--- src/rtl/pe_loop_sequencer.sv ---
// ---------------------------------------------------------------------------
// pe_loop_sequencer
//
// Walks one PE's MAC schedule as a three-deep loop nest (output column p
// outer, input channel c middle, filter tap k inner) and issues one spad
// read command per beat to the PE datapath over a valid/ready handshake.
// Loop bounds are last-index values: a loop keeps stepping while
// count < last and wraps once count >= last.
//
// Optional build macro: PE_SEQ_ABORT_EN adds abort_i, which returns a
// running schedule to IDLE without a done pulse.
//
// Ports
//   clk            clock
//   rstn           synchronous active-low reset
//   start_i        begin a schedule (sampled only in IDLE)
//   abort_i        cancel a running schedule (PE_SEQ_ABORT_EN only)
//   cfg_k_last_i   last filter-tap index
//   cfg_c_last_i   last channel index
//   cfg_p_last_i   last output-column index
//   cfg_ifw_i      ifmap row pitch per channel
//   busy_o         high in RUN and DONE
//   done_o         one-cycle pulse after the final beat
//   out_valid_o    command valid
//   out_ready_i    datapath accepts command
//   filt_addr_o    filter spad address
//   ifmap_addr_o   ifmap spad address
//   psum_addr_o    psum spad address
//   acc_first_o    first MAC of this psum (load instead of add)
//   acc_last_o     last MAC of this psum (write psum back)
//
// State | Meaning
//   IDLE | waiting for start, outputs zero
//   RUN  | presenting commands, advancing on each beat
//   DONE | one-cycle done pulse, then back to IDLE
// ---------------------------------------------------------------------------
module pe_loop_sequencer #(
    parameter int CW = 4,
    parameter int AW = 8
) (
    input  logic          clk,
    input  logic          rstn,
    input  logic          start_i,
`ifdef PE_SEQ_ABORT_EN
    input  logic          abort_i,
`endif
    input  logic [CW-1:0] cfg_k_last_i,
    input  logic [CW-1:0] cfg_c_last_i,
    input  logic [CW-1:0] cfg_p_last_i,
    input  logic [AW-1:0] cfg_ifw_i,
    output logic          busy_o,
    output logic          done_o,
    output logic          out_valid_o,
    input  logic          out_ready_i,
    output logic [AW-1:0] filt_addr_o,
    output logic [AW-1:0] ifmap_addr_o,
    output logic [AW-1:0] psum_addr_o,
    output logic          acc_first_o,
    output logic          acc_last_o
);

    typedef enum logic [1:0] {
        S_IDLE = 2'd0,
        S_RUN  = 2'd1,
        S_DONE = 2'd2
    } state_t;

    state_t        state_q, state_d;

    // shadow copies of the configuration, frozen for the whole schedule
    logic [CW-1:0] k_last_q, k_last_d;
    logic [CW-1:0] c_last_q, c_last_d;
    logic [CW-1:0] p_last_q, p_last_d;
    logic [AW-1:0] ifw_q,    ifw_d;

    logic [CW-1:0] k_q, k_d;
    logic [CW-1:0] c_q, c_d;
    logic [CW-1:0] p_q, p_d;
    logic [AW-1:0] filt_ptr_q, filt_ptr_d;
    logic [AW-1:0] c_base_q,   c_base_d;

    logic [AW-1:0] filt_addr_q,  filt_addr_d;
    logic [AW-1:0] ifmap_addr_q, ifmap_addr_d;
    logic [AW-1:0] psum_addr_q,  psum_addr_d;
    logic          acc_first_q,  acc_first_d;
    logic          acc_last_q,   acc_last_d;

    logic          abort_w;
    logic          beat;
    logic          k_end, c_end, p_end;

`ifdef PE_SEQ_ABORT_EN
    assign abort_w = abort_i;
`else
    assign abort_w = 1'b0;
`endif

    assign beat  = (state_q == S_RUN) && out_ready_i;
    assign k_end = (k_q >= k_last_q);
    assign c_end = (c_q >= c_last_q);
    assign p_end = (p_q >= p_last_q);

    always_ff @(posedge clk) begin
        if (!rstn) begin
            state_q      <= S_IDLE;
            k_last_q     <= '0;
            c_last_q     <= '0;
            p_last_q     <= '0;
            ifw_q        <= '0;
            k_q          <= '0;
            c_q          <= '0;
            p_q          <= '0;
            filt_ptr_q   <= '0;
            c_base_q     <= '0;
            filt_addr_q  <= '0;
            ifmap_addr_q <= '0;
            psum_addr_q  <= '0;
            acc_first_q  <= 1'b0;
            acc_last_q   <= 1'b0;
        end else begin
            state_q      <= state_d;
            k_last_q     <= k_last_d;
            c_last_q     <= c_last_d;
            p_last_q     <= p_last_d;
            ifw_q        <= ifw_d;
            k_q          <= k_d;
            c_q          <= c_d;
            p_q          <= p_d;
            filt_ptr_q   <= filt_ptr_d;
            c_base_q     <= c_base_d;
            filt_addr_q  <= filt_addr_d;
            ifmap_addr_q <= ifmap_addr_d;
            psum_addr_q  <= psum_addr_d;
            acc_first_q  <= acc_first_d;
            acc_last_q   <= acc_last_d;
        end
    end

    always_comb begin
        state_d      = state_q;
        k_last_d     = k_last_q;
        c_last_d     = c_last_q;
        p_last_d     = p_last_q;
        ifw_d        = ifw_q;
        k_d          = k_q;
        c_d          = c_q;
        p_d          = p_q;
        filt_ptr_d   = filt_ptr_q;
        c_base_d     = c_base_q;
        filt_addr_d  = filt_addr_q;
        ifmap_addr_d = ifmap_addr_q;
        psum_addr_d  = psum_addr_q;
        acc_first_d  = acc_first_q;
        acc_last_d   = acc_last_q;

        case (state_q)
            S_IDLE: begin
                if (start_i) begin
                    state_d      = S_RUN;
                    k_last_d     = cfg_k_last_i;
                    c_last_d     = cfg_c_last_i;
                    p_last_d     = cfg_p_last_i;
                    ifw_d        = cfg_ifw_i;
                    k_d          = '0;
                    c_d          = '0;
                    p_d          = '0;
                    filt_ptr_d   = '0;
                    c_base_d     = '0;
                    // first command is (p,c,k) = (0,0,0)
                    filt_addr_d  = '0;
                    ifmap_addr_d = '0;
                    psum_addr_d  = '0;
                    acc_first_d  = 1'b1;
                    acc_last_d   = (cfg_k_last_i == '0) && (cfg_c_last_i == '0);
                end
            end

            S_RUN: begin
                if (abort_w || (beat && k_end && c_end && p_end)) begin
                    // abort wins over a coincident beat; both leave the
                    // counters and the command bus cleared
                    state_d      = abort_w ? S_IDLE : S_DONE;
                    k_d          = '0;
                    c_d          = '0;
                    p_d          = '0;
                    filt_ptr_d   = '0;
                    c_base_d     = '0;
                    filt_addr_d  = '0;
                    ifmap_addr_d = '0;
                    psum_addr_d  = '0;
                    acc_first_d  = 1'b0;
                    acc_last_d   = 1'b0;
                end else if (beat) begin
                    if (!k_end) begin
                        k_d = k_q + 1'b1;
                    end else begin
                        k_d = '0;
                        if (!c_end) begin
                            c_d      = c_q + 1'b1;
                            c_base_d = c_base_q + ifw_q;
                        end else begin
                            c_d      = '0;
                            c_base_d = '0;
                            p_d      = p_q + 1'b1;
                        end
                    end
                    // filter pointer restarts at each new output column
                    filt_ptr_d   = (k_end && c_end) ? '0 : filt_ptr_q + 1'b1;

                    filt_addr_d  = filt_ptr_d;
                    ifmap_addr_d = c_base_d + AW'(p_d) + AW'(k_d);
                    psum_addr_d  = AW'(p_d);
                    acc_first_d  = (k_d == '0) && (c_d == '0);
                    acc_last_d   = (k_d == k_last_q) && (c_d == c_last_q);
                end
            end

            S_DONE: begin
                state_d = S_IDLE;
            end

            default: begin
                state_d = S_IDLE;
            end
        endcase
    end

    assign out_valid_o  = (state_q == S_RUN);
    assign busy_o       = (state_q == S_RUN) || (state_q == S_DONE);
    assign done_o       = (state_q == S_DONE);
    assign filt_addr_o  = filt_addr_q;
    assign ifmap_addr_o = ifmap_addr_q;
    assign psum_addr_o  = psum_addr_q;
    assign acc_first_o  = acc_first_q;
    assign acc_last_o   = acc_last_q;

endmodule

--- config.mk ---
export PLATFORM = sky130hd
export DESIGN_NAME = pe_loop_sequencer
export DESIGN_NICKNAME = d
export VERILOG_FILES = /design/src/rtl/pe_loop_sequencer.sv
export SDC_FILE = /design/constraint.sdc
export NUM_CORES = 1
export LEC_CHECK = 0
export BUFFER_PORTS_ARGS = -buffer_cell sky130_fd_sc_hd__buf_2
export CORE_UTILIZATION = 50
export DETAILED_ROUTE_END_ITERATION = 10
export GPL_ROUTABILITY_DRIVEN = 0
export PLACE_DENSITY = 0.74
export SYNTH_ARGS = -nofsm -noshare
export SYNTH_HDL_FRONTEND = slang
export SYNTH_SLANG_ARGS = --single-unit
--- constraint.sdc ---
create_clock -name clk -period 4.37 [get_ports clk]
set_input_delay 0.874 -clock clk [delete_from_list [all_inputs] [get_ports clk]]
set_output_delay 0.874 -clock clk [all_outputs]
set_load 0.02 [all_outputs]
==> results by group, run 1 <==
Layout
  • Nets: approximately 570
  • Fillers: 725
  • Ant. Diodes: 0
  • Layout Cell Area excl Fill: approximately 4400 µm²
  • Share of layout cells above drive strength 1: between 15 and 20%
  • Synth-to-Final Area Change: 10.8%

Run
  • Max Cap Viol: 0

Logic synthesis
  • Async set-reset flop share out of synthesis: 0%
  • Commonest cells post-synth: nand2_1 (68), dfxtp_1 (60), ha_1 (31)
  • Post-synth EDFFs: 0
  • Largest area contributor in the netlist: dfxtp_1
  • Ys flop type: dfxtp_1
  • Synth Area in Compound Gates: about a quarter
  • Post-synthesis simple-gate area fraction: between 20% and 30%
  • Synthesized netlist cell count: 464
  • Synth area leaders: dfxtp_1 (30%), ha_1 (9.8%), nand2_1 (6.4%), a21boi_0 (5.5%), fa_1 (3.0%)
  • Share of the synthesized area in the top cell type: between 30 and 40%
  • Post-Synth Adder-Cell Area: roughly an eighth
  • Post-Synth XOR/XNOR Area: a little over 5%
  • Mapped Area: about 4000 µm²
  • Yosys reg bits: 60
  • Syn Area/Cell: 8.53 µm²
  • Mux share of post-synthesis cell area: less than 1%
  • Most frequent cell after synthesis: nand2_1
  • Post-synthesis sequential area ratio: between 30 and 40%
  • Ys Warns: 0
  • Largest family of logic cells by synthesized area: compound AO/OA/AOI/OAI gates
  • Unique masters post-synth: 65

Clock tree
  • Post-CTS Resized: 0
  • Clock Root Buffer: clkbuf_8
  • Clock net sink count: 60
  • Clk_lat worst skew: ~0.35 ns
  • Clock slew at reported path FFs: around 0.06 ns
  • Cts bufs inserted: 9
  • Clk buf depth: 2
  • Post-CTS repair timing setup buffer count: 0
  • Hold-fix buffer count after cts: 0
  • CTS H-Tree Depth: 3
  • TritonCTS clock tree: yes

Power
  • Pwr dens: 430 nW/µm²
  • Leak pwr: around 1.9 nW
  • Overall Power: 1.89 mW
  • Max rail drop VDD: between 200 and 250 µV

Placed design
  • Cell Area, Placed: about 4200 µm²
  • IO buf count: 48
  • Post-DP HPWL: between 7 and 8 mm

Routing
  • Detail Route Antenna Nets: 0
  • Remaining DRCs: 1
  • Vias: roughly 3500
  • Drt initial violations: approximately 190
  • WL per Instance: 15.4 µm
  • Final WL: approximately 9.4 mm
  • Via-per-instance ratio: 5.68
  • DRT Pass-1 Iters: 7

Timing
  • Hold Vio Cnt, Final: 0
  • Slew @ Worst Pin: ~0.89 ns
  • Slew headroom: between 40% and 50%
  • Tcrit/Tclk final: 92.8%
  • Clock Skews: about 0.0053 ns
  • Final setup vio count: 0
  • Maximum clock frequency: around 250 MHz
  • Slew Limit Fails: 0
  • Setup TNS: 0 ns
  • Hold Slack: roughly 0.47 ns
  • Min cycle time layout: ~4 ns
  • RSZ-0062 raised after global routing: false

Critical path
  • Setup crit start kind: flop
  • Arr. time, crit path: around 4.3 ns
  • CP peak stage delay: roughly 0.56 ns
  • Slowest stage cell, crit path: fa_1
  • Family with the most delay on the worst path: compound AO/OA/AOI/OAI gates
  • FF-to-FF Start: k_q[0]
  • Worst Path Required: between 4 and 5 ns
  • Crit end category: flop
  • CP cell instances: inv_1 -> ha_1 -> nand2b_4 -> a2111oi_4 -> or2_2 -> buf_4 -> a22oi_1 -> fa_1 -> inv_1 -> ha_1 -> a21o_1 -> a21oi_1 -> nor2b_1 -> o21ai_0 -> xor2_1 -> o21ai_0
  • Reg2reg setup slack: approximately 0.31 ns
  • Crit path max fanout: 14
  • Setup CP Type: reg -> reg
  • Crit path launch: k_q[0]
  • Crit path buffers/inverters: 3

Global routing
  • Largest net degree at the start of global routing: 58
  • Gr ovfl total: 0
  • Initial antenna violation count: 0
  • Vias in the first global route: ~3500
  • Total Routing Usage GR: 24.4%
  • First-pass GRT wire length: roughly 16 mm

Floorplan
  • Horiz. Die Dim: 91.0 µm
  • DIE HEIGHT: just over 90 µm
  • Initial core utilization: 51.5%
  • I/O pin cnt: between 50 and 60
  • Core Footprint: between 7000 and 8000 µm²
  • Die area: 8280 µm²
  • FP Rows: 32

Run status
  • Status: finished with violations
  • Failing checks: DRC

Hold path
  • HP Start: ifmap_addr_o[4]
  • Worst Hold Class: reg -> reg
through the flow:
stage	instances	worst slack (ns)	util, %
finish	609	0.313	57.1
global route	609	0.0267	57.1
CTS	609	0.285	57.0
detailed placement	595	0.312	55.0
global placement	595	0.443	55.0
floorplan	467	0.436	-
where the power goes:
group / leakage, nW / switching, mW / total [mW] / internal (mW)
Clock: 0.0848 / 0.211 / 0.422 / 0.212
Sequential: 0.487 / 0.0526 / 0.658 / 0.606
Combinational: 1.31 / 0.535 / 0.807 / 0.271
worst min-delay path, cell delays in order (launching register included):
cell and delay, ns:
dfxtp_1 0.31, nand2_1 0.05, a21boi_0 0.06
cells in the final DEF (no fill, tap or decap), types with 9 or more instances in the layout:
master and instances:
o21ai_0 21, xnor2_1 11, xor2_1 12, nand3_1 11
inv_1 25, buf_2 48, a21boi_0 29, nor2b_1 19
ha_1 31, nor2_1 23, a21oi_1 14, clkbuf_8 10
nor3_1 9, a22oi_1 9, dfxtp_1 60, nand2_1 68
metal layers:
layer / vias to the layer above / global-route usage, % / part of all wire, %
met1: 1636 / 28.2 / 43
met3: 18 / 5.86 / 4.9
met2: 99 / 42.9 / 50
met5: - / 0 / 0
li1: 1707 / - / -
met4: 0 / 10.7 / 2.0
worst paths after layout:
| kind | to | cells past startpoint |
|---|---|---|
| setup / recovery | ifmap_addr_o[6] | 16 |
| hold / removal | ifmap_addr_o[4] | 2 |
| setup reg to reg | ifmap_addr_o[6] | 16 |
| hold reg to reg | ifmap_addr_o[4] | 2 |
state kept, by name, indices dropped and copies added (netlist names):
signal        cells
p_last_q          4
k_q               4
acc_first_o       1
acc_last_o        1
ifw_q             8
filt_addr_o       8
c_q               4
k_last_q          4
c_last_q          4
psum_addr_o       4
ifmap_addr_o      8
state_q           2
c_base_q          8
final cells by class:
class	instances	area, µm²	area share, %
multi-input combinational	356	2540	57.9
sequential	60	1200	27.4
clock inverter	3	15.0	0.342
inverter	25	93.8	2.14
timing repair buffer	52	270	6.16
tap	102	128	2.91
clock buffer	11	141	3.22
logic make-up (layout without fill, tap and decap cells):
kind of cell | count (synthesis) | after routing
compound gates | 122 | 122
xor+xnor | 23 | 23
fa+ha+maj | 37 | 37
buf+inv | 51 | 91
flops | 60 | 60
mux | 1 | 1
other cells | 1 | 4
simple gates | 169 | 169
(Power assumes the default switching activity.)
==> run 2: changes to the inputs <==
--- a/config.mk
+++ b/config.mk
@@ -5,6 +5,7 @@
 export SDC_FILE = /design/constraint.sdc
 export NUM_CORES = 1
 export LEC_CHECK = 0
+export ABC_AREA = 1
 export BUFFER_PORTS_ARGS = -buffer_cell sky130_fd_sc_hd__buf_2
 export CORE_UTILIZATION = 50
 export DETAILED_ROUTE_END_ITERATION = 10
==> results by group, run 2 <==
Run status
  • Status: finished, final reports clean (was finished with violations)

Power
  • Pwr dens: 629 nW/µm² (was 430 nW/µm²)
  • Max rail drop VDD: 342 µV (was 221 µV)
  • Sw power: 1.35 mW (was 799 µW)
  • Leak pwr: 2.18 nW (was 1.88 nW)
  • Internal cell power: 1.47 mW (was 1.09 mW)
  • Share of power burned in registers: 25.2% (was 34.9%)
  • Switching power share of the total: 47.8% (was 42.3%)
  • Comb pwr share: 54.7% (was 42.7%)
  • Clk pwr share: 20.1% (was 22.4%)

Logic synthesis
  • Post-synthesis sequential area ratio: 30.1% (was 30.3%)
  • Commonest cells post-synth: nand2_1 (113), inv_1 (61), dfxtp_1 (60) (was nand2_1 (68), dfxtp_1 (60), ha_1 (31))
  • Ys flop type: dfxtp_1 (unchanged)
  • Async set-reset flop share out of synthesis: 0% (unchanged)
  • Synthesized netlist cell count: 531 (was 464)
  • Mapped Area: 3990 µm² (was 3960 µm²)
  • Post-synth EDFFs: 0 (unchanged)
  • Syn Area/Cell: 7.51 µm² (was 8.53 µm²)
  • Yosys reg bits: 60 (unchanged)
  • Share of the synthesized area in the top cell type: 30.1% (was 30.3%)
  • Largest area contributor in the netlist: dfxtp_1 (unchanged)
  • Ys Warns: 0 (unchanged)
  • Most frequent cell after synthesis: nand2_1 (unchanged)
  • Synth area leaders: dfxtp_1 (30%), nand2_1 (11%), ha_1 (9.7%), inv_1 (5.7%), a21oi_1 (5.1%) (was dfxtp_1 (30%), ha_1 (9.8%), nand2_1 (6.4%), a21boi_0 (5.5%), fa_1 (3.0%))
  • Unique masters post-synth: 51 (was 65)

Timing
  • Tcrit/Tclk final: 83.0% (was 92.8%)
  • Setup TNS: 0 ns (unchanged)
  • Final setup vio count: 0 (unchanged)
  • Min cycle time layout: 3.63 ns (was 4.06 ns)
  • Final setup margin: 0.742 ns (was 0.313 ns)
  • Slew Limit Fails: 0 (unchanged)
  • Clock Skews: 0.0164 ns (was 0.00528 ns)
  • Slew @ Worst Pin: 0.834 ns (was 0.885 ns)
  • RSZ-0062 raised after global routing: false (unchanged)
  • Maximum clock frequency: 276 MHz (was 246 MHz)
  • Slew headroom: 44.1% (was 41.0%)
  • Hold Vio Cnt, Final: 0 (unchanged)

Layout
  • Nets: 636 (was 565)
  • Most common cell after layout, fill and taps aside: nand2_1 (unchanged)
  • Final Core Density: 57.9% (was 57.1%)
  • Synth-to-Final Area Change: 12.2% (was 10.8%)
  • Share of layout cells above drive strength 1: 19.3% (was 16.2%)
  • Most frequent cells in the layout: nand2_1 (113), inv_1 (61), dfxtp_1 (60), buf_2 (48), nor2_1 (47) (was nand2_1 (68), dfxtp_1 (60), buf_2 (48), ha_1 (31), a21boi_0 (29))
  • Ant. Diodes: 0 (unchanged)

Clock tree
  • Clock net sink count: 60 (unchanged)
  • TritonCTS clock tree: yes (unchanged)
  • Post-CTS Resized: 0 (unchanged)
  • Clock slew at reported path FFs: 0.07 ns (was 0.06 ns)
  • Clk_lat worst skew: 0.35 ns (about the same)
  • Clock Root Buffer: clkbuf_8 (unchanged)
  • Post-CTS repair timing setup buffer count: 0 (unchanged)
  • Cts bufs inserted: 9 (unchanged)
  • Hold-fix buffer count after cts: 0 (unchanged)
  • CTS H-Tree Depth: 3 (unchanged)
  • Clk buf depth: 2 (unchanged)

Run
  • Max Cap Viol: 0 (unchanged)

Placed design
  • IO buf count: 48 (unchanged)
  • Setup WS pre-CTS: 0.792 ns (was 0.312 ns)
  • Post-DP HPWL: 7.04 mm (was 7.00 mm)

Routing
  • Vias: 3604 (was 3460)
  • Via-per-instance ratio: 5.28 (was 5.68)
  • WL per Instance: 14.1 µm (was 15.4 µm)
  • Detail Route Antenna Nets: 0 (unchanged)
  • Final WL: 9.61 mm (was 9.37 mm)
  • Drt initial violations: 216 (was 187)
  • Remaining DRCs: 0 (was 1)
  • DRT Pass-1 Iters: 5 (was 7)

Critical path
  • Arr. time, crit path: 3.83 ns (was 4.29 ns)
  • Crit path max fanout: 16 (was 14)
  • Crit end category: flop (unchanged)
  • Worst Path Required: 4.57 ns (was 4.61 ns)
  • Setup CP Type: reg -> reg (unchanged)
  • Setup crit start kind: flop (unchanged)

Floorplan
  • Horiz. Die Dim: 91.3 µm (was 91.0 µm)
  • I/O pin cnt: 53 (unchanged)
  • Die area: 8340 µm² (was 8280 µm²)
  • Core Footprint: 7730 µm² (was 7690 µm²)
  • FP Rows: 32 (unchanged)
  • Initial core utilization: 51.6% (was 51.5%)
  • DIE HEIGHT: 91.3 µm (was 91.0 µm)

Global routing
  • Gr ovfl total: 0 (unchanged)
  • Total Routing Usage GR: 24.1% (was 24.4%)
  • Largest net degree at the start of global routing: 31 (was 58)
  • Vias in the first global route: 3395 (was 3493)
  • First-pass GRT wire length: 15.9 mm (about the same)
  • Initial antenna violation count: 0 (unchanged)

Hold path
  • Worst Hold Class: reg -> reg (unchanged)
-- run 2: cell count changes in the layout (fill, tap and decap cells not counted), sizes merged, moves of 6 or more --
cell	previous run	this run
a21boi	30	0
a21oi	14	48
a22oi	9	3
inv	25	67
nand2	68	126
nand3	13	35
nor2	26	57
nor2b	19	0
nor3	9	2
o21ai	23	32
xnor2	11	4
-- run 2: worst paths after layout --
| kind | start | to | slack, ns | depth (start not counted) |
|---|---|---|---|---|
| max | k_last_q[1] | ifmap_addr_o[5] | 0.74 | 17 |
| min | p_last_q[1] | p_last_q[1] | 0.46 | 2 |
| max reg2reg | k_last_q[1] | ifmap_addr_o[5] | 0.74 | 17 |
| min reg2reg | p_last_q[1] | p_last_q[1] | 0.46 | 2 |
-- run 2: area by class of cell --
class / count / area [µm²]
inverter: 69 / 274
timing repair buffer: 50 / 255
clock buffer: 12 / 145
fill: 701 / 3250
sequential: 60 / 1200
tap: 102 / 128
multi-input combinational: 385 / 2400
clock inverter: 4 / 72.6
-- run 2: cells by family (layout without fill, tap and decap cells) --
logic type / Yosys count / count (layout) / synth area share (%)
compound gates: 92 / 92 / 13.5
xor+xnor: 17 / 17 / 3.92
fa+ha+maj: 37 / 37 / 12.7
buf+inv: 89 / 135 / 10.0
flops: 60 / 60 / 30.1
other cells: 1 / 4 / 0.0940
simple gates: 235 / 235 / 29.7
-- run 2: through the flow --
| stage | hold slack, ns | power, mW | cell area, µm² | cells |
|---|---|---|---|---|
| floorplan | 0.433 | 1.95 | 4000 | 534 |
| global placement | 0.448 | 2.19 | 4260 | 666 |
| detailed placement | 0.452 | 2.24 | 4260 | 666 |
| CTS | 0.461 | 2.81 | 4480 | 682 |
| global route | 0.500 | 3.02 | 4480 | 682 |
| finish | 0.460 | 2.82 | 4480 | 682 |
-- run 2: critical path, stage by stage (launching register included) --
cell and delay [ns]:
dfxtp_1 0.34, inv_1 0.07, ha_1 0.35, nand2_1 0.08, nand2_1 0.09, nand2_4 0.09, nand2_2 0.09, nor2_8 0.31
nand2_1 0.20, fa_1 0.57, inv_1 0.04, ha_1 0.21, fa_1 0.40, a31oi_1 0.18, inv_1 0.10, or2_1 0.23
nand3_1 0.07, a21oi_1 0.06
-- run 2: routing by layer --
| layer | wire, µm | part of all wire [%] | global-route usage (%) |
|---|---|---|---|
| met1 | 4480 | 47 | 31.2 |
| met2 | 4360 | 45 | 38.6 |
| met3 | 470 | 4.9 | 4.52 |
| met4 | 299 | 3.1 | 11.9 |
| met5 | 0 | 0 | 0 |
-- run 2: power groups by stage --
stage | combinational, mW | clock, mW | sequential (mW)
2_1_floorplan | 1.22 | 0 | 0.738
3_3_place_gp | 1.48 | 0 | 0.715
3_5_place_dp | 1.52 | 0 | 0.719
4_1_cts | 1.53 | 0.570 | 0.708
5_1_grt | 1.71 | 0.598 | 0.720
6_report | 1.54 | 0.567 | 0.709
==> run 3: changes to the inputs <==
==> constraint.sdc (replaced) <==
create_clock -name clk -period 3.55 [get_ports clk]
set_input_delay 0.71 -clock clk [delete_from_list [all_inputs] [get_ports clk]]
set_output_delay 0.71 -clock clk [all_outputs]
set_load 0.02 [all_outputs]
==> results by group, run 3 (synthesis results as in run 2) <==
Timing
  • Slew Limit Fails: 0 (unchanged)
  • Maximum clock frequency: 297 MHz (was 276 MHz)
  • Final setup vio count: 0 (unchanged)
  • Slew @ Worst Pin: 0.967 ns (was 0.834 ns)
  • Min cycle time layout: 3.37 ns (was 3.63 ns)
  • Slew headroom: 35.5% (was 44.1%)
  • Hold Slack: 0.465 ns (was 0.460 ns)
  • Clock Skews: 0.00334 ns (was 0.0164 ns)
  • Hold Vio Cnt, Final: 0 (unchanged)
  • Tcrit/Tclk final: 95.0% (was 83.0%)

Critical path
  • CP Capture Point: ifmap_addr_o[7] (was ifmap_addr_o[5])
  • Worst Path Required: 3.79 ns (was 4.57 ns)
  • Crit path max fanout: 5 (was 16)
  • Crit end category: flop (unchanged)
  • Reg2reg setup slack: 0.18 ns (was 0.74 ns)
  • Arr. time, crit path: 3.61 ns (was 3.83 ns)
  • Worst Reg-to-Reg Cells: 21 (was 17)
  • FF-to-FF Start: c_last_q[3] (was k_last_q[1])
  • FF-to-FF End: ifmap_addr_o[7] (was ifmap_addr_o[5])
  • Setup CP Type: reg -> reg (unchanged)
  • Setup crit start kind: flop (unchanged)
  • Crit path launch: c_last_q[3] (was k_last_q[1])

Power
  • Sw power: 1.71 mW (was 1.35 mW)
  • Switching power share of the total: 47.8% (about the same)
  • Pwr dens: 773 nW/µm² (was 629 nW/µm²)
  • Internal cell power: 1.87 mW (was 1.47 mW)
  • Clk pwr share: 16.8% (was 20.1%)
  • Leak pwr: 2.25 nW (was 2.18 nW)
  • Overall Power: 3.58 mW (was 2.82 mW)
  • Share of power burned in registers: 24.5% (was 25.2%)
  • Comb pwr share: 58.7% (was 54.7%)
  • Max rail drop VDD: 405 µV (was 342 µV)

Clock tree
  • Clk buf depth: 2 (unchanged)
  • Cts bufs inserted: 9 (unchanged)
  • Clock slew at reported path FFs: 0.07 ns (about the same)
  • TritonCTS clock tree: yes (unchanged)
  • CTS H-Tree Depth: 3 (unchanged)
  • Clk_lat worst skew: 0.35 ns (about the same)
  • Clock net sink count: 60 (unchanged)
  • Hold-fix buffer count after cts: 0 (unchanged)
  • Clock Root Buffer: clkbuf_8 (unchanged)

Global routing
  • Initial antenna violation count: 0 (unchanged)
  • Total Routing Usage GR: 24.6% (was 24.1%)
  • Gr ovfl total: 0 (unchanged)
  • Vias in the first global route: 3488 (was 3395)
  • Largest net degree at the start of global routing: 31 (unchanged)
  • First-pass GRT wire length: 16.2 mm (was 15.9 mm)

Floorplan
  • FP Rows: 32 (unchanged)
  • Horiz. Die Dim: 91.3 µm (unchanged)
  • Die area: 8340 µm² (unchanged)
  • DIE HEIGHT: 91.3 µm (unchanged)
  • Core Footprint: 7730 µm² (unchanged)
  • Initial core utilization: 51.6% (unchanged)
  • I/O pin cnt: 53 (unchanged)

Layout
  • Share of layout cells above drive strength 1: 23.1% (was 19.3%)
  • Ant. Diodes: 0 (unchanged)
  • Nets: 653 (was 636)
  • Most common cell after layout, fill and taps aside: nand2_1 (unchanged)
  • Most frequent cells in the layout: nand2_1 (112), inv_1 (61), dfxtp_1 (57), buf_2 (48), nor2_1 (47) (was nand2_1 (113), inv_1 (61), dfxtp_1 (60), buf_2 (48), nor2_1 (47))
  • Synth-to-Final Area Change: 15.9% (was 12.2%)
  • Layout Cell Area excl Fill: 4630 µm² (was 4480 µm²)

Routing
  • DRT Pass-1 Iters: 4 (was 5)
  • Vias: 3643 (was 3604)
  • Drt initial violations: 229 (was 216)
  • Detail Route Antenna Nets: 0 (unchanged)
  • Final WL: 9.80 mm (was 9.61 mm)
  • WL per Instance: 14.0 µm (was 14.1 µm)
  • Remaining DRCs: 0 (unchanged)
  • Via-per-instance ratio: 5.21 (was 5.28)

Placed design
  • IO buf count: 48 (unchanged)
  • Post-DP HPWL: 7.08 mm (was 7.04 mm)
  • Cell Area, Placed: 4330 µm² (was 4260 µm²)

Run status
  • Status: finished, final reports clean (unchanged)

Hold path
  • Worst Hold Class: reg -> reg (unchanged)

Run
  • Max Cap Viol: 0 (unchanged)
==> run 3: cell count changes in the layout (fill, tap and decap cells not counted), moves of 2 or more <==
cell / before / now
buf_4: 2 / 19
ha_1: 31 / 28
ha_4: 0 / 3
clkinv_2: 1 / 3
dfxtp_1: 60 / 57
dfxtp_2: 0 / 3
==> run 3: how the worst min path moves through the flow <==
stage           startpoint           to  cells after the start
3_3_place_gp   p_last_q[1]  p_last_q[1]                      2
2_1_floorplan  p_last_q[1]  p_last_q[1]                      2
4_1_cts        p_last_q[3]  p_last_q[3]                      2
3_5_place_dp   p_last_q[3]  p_last_q[3]                      2
6_report       p_last_q[3]  p_last_q[3]                      2
5_1_grt        p_last_q[1]  p_last_q[1]                      2
==> run 3: what timing repair did <==
| item | 4_1_cts | 5_1_grt |
|---|---|---|
| pin swaps | 0 | 4 |
| endpoints found under the setup margin | 1 | 4 |
| setup buffers | 0 | 8 |
| gates resized for setup | 4 | 7 |
| gates cloned | 0 | 0 |
==> run 3: power groups by stage <==
stage                     Clock (mW)  Combinational, mW  Sequential (mW)
final                          0.602               2.10            0.875
after floorplan                    0               1.50            0.908
after detailed placement           0               1.92            0.884
after global routing           0.638               2.33            0.891
after global placement             0               1.88            0.880
after CTS                      0.606               1.94            0.871
==> run 3: area by class of cell <==
| cell class | instances | area, µm² |
|---|---|---|
| Clock buffer | 11 | 131 |
| Clock inverter | 5 | 52.6 |
| Fill cell | 694 | 3100 |
| Inverter | 69 | 274 |
| Multi-Input combinational cell | 385 | 2450 |
| Sequential cell | 60 | 1200 |
| Tap cell | 102 | 128 |
| Timing Repair Buffer | 67 | 383 |
==> run 3: metal layers <==
| metal | routed length (µm) | up-vias | global-route usage, % |
|---|---|---|---|
| li1 | - | 1826 | - |
| met1 | 4490 | 1677 | 32.0 |
| met2 | 4520 | 114 | 39.4 |
| met3 | 487 | 26 | 3.85 |
| met4 | 304 | 0 | 12.0 |
| met5 | 0 | - | 0 |
==> run 3: worst max-delay path, stage by stage (launching register included) <==
cell and delay, ns:
dfxtp_1 0.34, inv_1 0.09, ha_4 0.29, nand2_2 0.08, nor2_4 0.12, nand3b_4 0.19
nand2_8 0.09, inv_6 0.07, or2_2 0.09, o21a_1 0.13, inv_1 0.06, fa_1 0.47
inv_1 0.05, ha_1 0.22, fa_2 0.36, a31oi_1 0.16, inv_1 0.08, buf_4 0.14
nand3_2 0.06, nand2_1 0.04, nand3_1 0.09, a21oi_2 0.05
==> run 3: stage by stage <==
step	setup TNS, ns	cells	setup WS [ns]	utilization (%)
after floorplan	0	534	0.223	-
after global placement	0	675	0.103	56.0
after detailed placement	-0.0436	675	-0.0436	56.0
after CTS	0	691	0.0464	58.5
after global routing	-0.0845	699	-0.0677	59.9
final	0	699	0.178	59.9
